### src/rtl/seq_pkg.sv
// Shared types and helpers for the program sequencer.
// Next-address source encoding, default reset vector, stack-pointer width.
package seq_pkg;

  typedef enum logic [2:0] {
    SRC_HOLD,
    SRC_RET,
    SRC_CALL,
    SRC_JMP,
    SRC_JNZ,
    SRC_LOOP,
    SRC_INC
  } next_src_t;

  localparam int DEFAULT_RESET_VEC = 0;

  function automatic int sp_width(input int depth);
    return $clog2(depth + 1);
  endfunction

endpackage

### src/rtl/seq_return_stack.sv
// Parametrised LIFO return-address stack.
// Contents are not reset; only the occupancy counter is.
module seq_return_stack
  import seq_pkg::*;
#(
  parameter int DEPTH = 4,
  parameter int W     = 8
) (
  input  logic                        clk,
  input  logic                        reset,
  input  logic                        push,
  input  logic                        pop,
  input  logic [W-1:0]                push_data,
  output logic [W-1:0]                top,
  output logic [sp_width(DEPTH)-1:0]  sp,
  output logic                        full,
  output logic                        empty
);

  localparam int SP_W = sp_width(DEPTH);

  logic [W-1:0] mem [DEPTH];

  assign full  = (sp == SP_W'(DEPTH));
  assign empty = (sp == '0);

  always_comb begin
    top = '0;
    for (int i = 0; i < DEPTH; i++)
      if (sp == SP_W'(i + 1))
        top = mem[i];
  end

  always_ff @(posedge clk or negedge reset) begin
    if (!reset)
      sp <= '0;
    else if (push && !full)
      sp <= sp + SP_W'(1);
    else if (pop && !empty)
      sp <= sp - SP_W'(1);
  end

  always_ff @(posedge clk) begin
    for (int i = 0; i < DEPTH; i++)
      if (push && !full && sp == SP_W'(i))
        mem[i] <= push_data;
  end

endmodule

### src/rtl/program_sequencer_v2.sv
// Program sequencer: PC, call/return stack, zero-overhead loop.
// Hardware loop is built only when HW_LOOP_EN is defined.
module program_sequencer_v2
  import seq_pkg::*;
#(
  parameter int PC_W        = 8,
  parameter int STACK_DEPTH = 4,
  parameter int LOOP_W      = 4,
  parameter logic [PC_W-1:0] RESET_VEC = PC_W'(DEFAULT_RESET_VEC)
) (
  input  logic                              clk,
  input  logic                              reset,
  input  logic                              hold,
  input  logic                              jmp,
  input  logic                              jmp_nz,
  input  logic                              dont_jmp,
  input  logic [PC_W-1:0]                   jmp_addr,
  input  logic                              call,
  input  logic                              ret,
  input  logic                              loop_set,
  input  logic [LOOP_W-1:0]                 loop_count_in,
  input  logic [PC_W-1:0]                   loop_end_addr,
  output logic [PC_W-1:0]                   pm_addr,
  output logic [PC_W-1:0]                   pc,
  output logic [sp_width(STACK_DEPTH)-1:0]  sp,
  output logic                              stack_overflow,
  output logic                              stack_underflow,
  output logic                              loop_active,
  output logic [LOOP_W-1:0]                 loop_remaining
);

  next_src_t       src;
  logic [PC_W-1:0] pc_inc;
  logic [PC_W-1:0] nxt;
  logic [PC_W-1:0] top;
  logic            full;
  logic            empty;
  logic            push;
  logic            pop;
  logic            set_of;
  logic            set_uf;
  logic            loop_back;

  assign pc_inc = pc + PC_W'(1);

`ifdef HW_LOOP_EN
  logic [PC_W-1:0] loop_start;
  logic [PC_W-1:0] loop_end;
  logic            at_end;

  assign at_end    = loop_active && (pc == loop_end);
  assign loop_back = at_end && (loop_remaining != '0);

  // loop_set takes precedence over a coincident back-branch count.
  always_ff @(posedge clk or negedge reset) begin
    if (!reset) begin
      loop_start     <= '0;
      loop_end       <= '0;
      loop_remaining <= '0;
      loop_active    <= 1'b0;
    end else if (!hold) begin
      if (loop_set) begin
        loop_start     <= pc_inc;
        loop_end       <= loop_end_addr;
        loop_remaining <= loop_count_in;
        loop_active    <= 1'b1;
      end else if (src == SRC_LOOP) begin
        loop_remaining <= loop_remaining - LOOP_W'(1);
      end else if (at_end && src == SRC_INC) begin
        loop_active <= 1'b0;
      end
    end
  end
`else
  logic unused_loop;
  assign unused_loop    = ^{loop_set, loop_count_in, loop_end_addr};
  assign loop_back      = 1'b0;
  assign loop_active    = 1'b0;
  assign loop_remaining = '0;
`endif

  always_comb begin
    if (hold)                   src = SRC_HOLD;
    else if (ret)               src = SRC_RET;
    else if (call)              src = SRC_CALL;
    else if (jmp)               src = SRC_JMP;
    else if (jmp_nz && !dont_jmp) src = SRC_JNZ;
    else if (loop_back)         src = SRC_LOOP;
    else                        src = SRC_INC;
  end

  always_comb begin
    nxt    = pc_inc;
    push   = 1'b0;
    pop    = 1'b0;
    set_of = 1'b0;
    set_uf = 1'b0;
    unique case (src)
      SRC_HOLD: nxt = pc;
      SRC_RET: begin
        if (empty) set_uf = 1'b1;
        else begin
          nxt = top;
          pop = 1'b1;
        end
      end
      SRC_CALL: begin
        if (full) set_of = 1'b1;
        else begin
          nxt  = jmp_addr;
          push = 1'b1;
        end
      end
      SRC_JMP:  nxt = jmp_addr;
      SRC_JNZ:  nxt = jmp_addr;
`ifdef HW_LOOP_EN
      SRC_LOOP: nxt = loop_start;
`else
      SRC_LOOP: nxt = pc_inc;
`endif
      SRC_INC:  nxt = pc_inc;
      default:  nxt = pc_inc;
    endcase
  end

  assign pm_addr = reset ? nxt : RESET_VEC;

  always_ff @(posedge clk or negedge reset) begin
    if (!reset) begin
      pc              <= RESET_VEC;
      stack_overflow  <= 1'b0;
      stack_underflow <= 1'b0;
    end else begin
      pc <= pm_addr;
      if (set_of) stack_overflow  <= 1'b1;
      if (set_uf) stack_underflow <= 1'b1;
    end
  end

  seq_return_stack #(
    .DEPTH (STACK_DEPTH),
    .W     (PC_W)
  ) u_stack (
    .clk       (clk),
    .reset     (reset),
    .push      (push),
    .pop       (pop),
    .push_data (pc_inc),
    .top       (top),
    .sp        (sp),
    .full      (full),
    .empty     (empty)
  );

endmodule
### config.mk
export PLATFORM = sky130hd
export DESIGN_NAME = program_sequencer_v2
export DESIGN_NICKNAME = d
export VERILOG_FILES = /design/src/rtl/seq_pkg.sv /design/src/rtl/seq_return_stack.sv /design/src/rtl/program_sequencer_v2.sv
export SDC_FILE = /design/constraint.sdc
export NUM_CORES = 1
export LEC_CHECK = 0
export CAP_MARGIN = 25
export CORE_AREA = 2 2 70 72
export CTS_BUF_LIST = sky130_fd_sc_hd__clkbuf_2 sky130_fd_sc_hd__clkbuf_4 sky130_fd_sc_hd__clkbuf_8
export CTS_CLUSTER_DIAMETER = 40
export DETAILED_ROUTE_END_ITERATION = 8
export DIE_AREA = 0 0 72 74
export GPL_TIMING_DRIVEN = 0
export HOLD_SLACK_MARGIN = 0.08
export PLACE_DENSITY = 0.83
export SYNTH_ARGS = -nofsm -noshare
export SYNTH_HDL_FRONTEND = slang
export SYNTH_HIERARCHICAL = 1
export SYNTH_SLANG_ARGS = --single-unit
### constraint.sdc
create_clock -name clk -period 3.26 [get_ports clk]
set_input_delay 0.652 -clock clk [delete_from_list [all_inputs] [get_ports clk]]
set_output_delay 0.652 -clock clk [all_outputs]
set_load 0.01 [all_outputs]
==> implementation parameters <==
Parameter                              Value

Critical path
  Cell Chain, Critical Path    buf_8 > buf_6 > inv_4 > ha_4 > nor4b_4 > buf_4 > a222oi_1 > a21oi_1 > a222oi_1 > o22ai_2 > dlygate4sd2_1
  Endpoint kind of the worst setup timing path    output port
  Reg2Reg Setup Slack    0.09 ns
  Critical path required time    2.61 ns
  Launching point of the worst reg2reg path    u_stack/sp[2]
  Nature of the critical path startpoint    flip-flop
  Classification of the worst setup path    reg -> out
  CP peak stage delay    approximately 0.40 ns
  Worst Reg-to-Reg Cells    19
  Largest fanout on the critical path    10
  Capturing point of the worst reg2reg path    pc[0]
  WP data arrival    2.54 ns
  Logic depth of the worst setup path including buffers    11
  Cell class contributing the biggest share of worst-path delay    compound AO/OA/AOI/OAI gates
  Critical path buffer and inverter count    5
  Cell with the largest stage delay on the worst path    sky130_fd_sc_hd__dfrtp_1
  Most used cell, CP    sky130_fd_sc_hd__a222oi_1

Placed design
  Input/output buffers    36
  Dpl cells    approximately 280
  Post-place instance area    about 0.0027 mm2
  Pre-CTS setup slack    -0.290 ns
  Detail Placement HPWL    3670 um
  Routability-driven placement congestion ratio    0.828

GRT
  Pin count of the biggest net entering global routing    16
  Antenna violations before repair    0
  GRT Util Overall    0.223
  Remaining Overflow, GRT    0
  Global-route wire length before repair    8830 um
  Number of global-route vias before repair    about 1800

CTS
  Clock sink total    45
  Longest Clk Path Bufs    2
  Clock slew at reported path FFs    0.08 ns
  TritonCTS Buffers    5
  Post-CTS Hold Buffers    0
  CTS root buffer    sky130_fd_sc_hd__clkbuf_8
  Worst-Skew Late Latency    0.29 ns
  CTS tree    done
  H-Tree Depth    2

Route
  DRC viols    0
  Routed WL    ~6000 um
  DRT iter0 DRCs    244
  Detailed-routing iteration count for the pre-antenna-repair pass    6
  Total via count after detailed routing    about 1900
  Ratio of routed vias to standard cells    5.93
  Number of nets still failing antenna checks after routing    0
  Average routed wire per standard cell    18.5 um

Synth
  Mapped Cells    183
  Post-Syn Area per Cell    12.3 um2
  Synth async-reset ratio    0.289
  Largest area contributor in the synthesized netlist    sky130_fd_sc_hd__edfxtp_1
  Proportion of netlist area held by the largest area contributor    0.428
  Yosys warning total    6
  Post-synthesis instance area    0.00224 mm2
  Number of distinct library cell variants in the gate-level netlist after synthesis    36
  Sequential area share after synthesis    0.573
  EDFF count, synth    32
  Most used flip-flop cell after synthesis    sky130_fd_sc_hd__edfxtp_1
  Yosys reg bits    45
  Leading cell types by total area after synthesis    sky130_fd_sc_hd__edfxtp_1 43%, sky130_fd_sc_hd__dfrtp_1 15%, sky130_fd_sc_hd__a222oi_1 6.7%, sky130_fd_sc_hd__ha_1 3.9%, sky130_fd_sc_hd__nand3_1 3.8%

Pwr
  Net Sw Power    803 uW
  P per Cell Area    741 mW/mm2
  Proportion of power drawn by combinational gates    0.504
  IR drop worst, VDD    0.501 mV
  Total internal power    about 1500 uW
  Pwr Total    2260 uW
  Static Leak    0.00126 uW
  Clock network fraction of design power    0.156
  Share of total power in sequential cells    0.340
  Sw frac    0.355

STA
  Portion of the clock cycle consumed by the worst path in the final layout    0.980
  Peak clock frequency supported by timing    313 MHz
  Number of pins exceeding their max-slew limit in the final report    0
  Period minus WS final    3.20 ns
  Worst Slack Setup Final    about 0.064 ns
  Worst-Margin Slew    0.697 ns
  # setup viols final    0
  Post-route clock skew    roughly 0.0055 ns
  Unrepaired setup endpoints after global routing    yes
  Final hold violations    0
  Relative slew slack    0.535
  Final-layout worst hold slack    0.387 ns

Worst hold path
  Class of the tightest hold or removal check    in -> async

Floorplanning
  Core area    ~0.0046 mm2
  Area of the die    0.00533 mm2
  Die height    74 um
  Initial core utilization    0.488
  Site row count    25
  I/O Pins    55
  Chip width    just over 70 um

Run status
  Run status    complete, no violations

Final layout
  Net count reported at finish    just under 300
  Antenna diodes    0
  Layout overhead on the synthesized area    35.9%
  Post-route non-filler standard cell count    316
  Share of layout cells above drive strength 1    0.290
  Design area    0.00305 mm2

Job
  Maxcap violations    0
## final cells by class
type / instances / area (um2)
Timing Repair Buffer: 68 / 581
Inverter: 11 / 43.8
Clock buffer: 8 / 91.3
Tap cell: 54 / 67.6
Multi-Input combinational cell: 117 / 867
Fill cell: 308 / 1550
Buffer: 13 / 111
Sequential cell: 45 / 1290
## how the worst max path moves through the flow
| stage | start | endpoint |
|---|---|---|
| after floorplan | u_stack/sp[2] | pm_addr[2] |
| after global placement | u_stack/sp[2] | pm_addr[2] |
| after detailed placement | u_stack/sp[2] | pm_addr[6] |
| after CTS | u_stack/sp[2] | pm_addr[6] |
| after global routing | u_stack/sp[2] | pm_addr[6] |
| final | u_stack/sp[2] | pm_addr[6] |
## placed cells by master (no fill, tap or decap), types with 3 or more instances in the layout
cell type                         count
sky130_fd_sc_hd__and3_1               5
sky130_fd_sc_hd__inv_1                8
sky130_fd_sc_hd__conb_1               5
sky130_fd_sc_hd__nand3_1             16
sky130_fd_sc_hd__a21oi_1             13
sky130_fd_sc_hd__clkbuf_8             5
sky130_fd_sc_hd__dfrtp_1             12
sky130_fd_sc_hd__clkbuf_4             3
sky130_fd_sc_hd__clkdlybuf4s50_1     27
sky130_fd_sc_hd__nand2_1              6
sky130_fd_sc_hd__buf_6                4
sky130_fd_sc_hd__buf_4               37
sky130_fd_sc_hd__clkbuf_2             4
sky130_fd_sc_hd__nor2_1              12
sky130_fd_sc_hd__ha_1                 5
sky130_fd_sc_hd__nor2b_1              3
sky130_fd_sc_hd__xnor2_1              5
sky130_fd_sc_hd__edfxtp_1            32
sky130_fd_sc_hd__a222oi_1            15
## state kept, by name (all words and copies together) (netlist names)
signal and flops:
stack_overflow 1, u_stack/mem 32, pc 8, u_stack/sp 3
stack_underflow 1
## metrics by stage
step	TNS (ns)	util
after floorplan	0	-
after global placement	-1.59	0.584
after detailed placement	-1.94	0.584
after CTS	-0.0154	0.647
after global routing	-0.173	0.663
final	0	0.663
## cell usage after synthesis (5+ instances only)
cell type / n
sky130_fd_sc_hd__ha_1: 7
sky130_fd_sc_hd__a21oi_1: 15
sky130_fd_sc_hd__edfxtp_1: 32
sky130_fd_sc_hd__nor2_1: 13
sky130_fd_sc_hd__inv_1: 11
sky130_fd_sc_hd__a222oi_1: 15
sky130_fd_sc_hd__dfrtp_1: 13
sky130_fd_sc_hd__xnor2_1: 5
sky130_fd_sc_hd__nand2_1: 6
sky130_fd_sc_hd__nand3_1: 17
sky130_fd_sc_hd__buf_4: 5
sky130_fd_sc_hd__and3_1: 6
## cells by family (layout without fill, tap and decap cells)
kind of cell | count (synthesis) | in the layout | share of synthesized area
adder cells (fa/ha/maj) | 7 | 7 | 0.0390
other | 1 | 5 | 0.00167
XOR/XNOR | 7 | 7 | 0.0273
buffers and inverters | 25 | 100 | 0.0697
AO/OA/AOI/OAI | 44 | 44 | 0.158
AND/OR/NAND/NOR | 53 | 53 | 0.126
flip-flops | 45 | 45 | 0.573
multiplexers | 1 | 1 | 0.00446
## repair_timing
item,in CTS,in global routing
endpoints found under the setup margin,8,10
setup buffers,25,8
pin swaps,18,19
gates resized for setup,18,18
## power groups by stage
stage                     Sequential [uW]  Clock, uW  Combinational (uW)
after global placement                777          0                 883
after global routing                  777        377                1230
after floorplan                       793          0                 559
final                                 768        351                1140
after CTS                             768        355                1020
after detailed placement              781          0                 900
## per-layer routing
metal,share of wire,vias up,GRT usage
met5,0,-,0
met4,0.026,0,0.0922
met3,0.064,16,0.0407
met2,0.52,89,0.392
met1,0.39,914,0.273
li1,-,855,-
No activity file was read; power rests on OpenSTA's default activity.
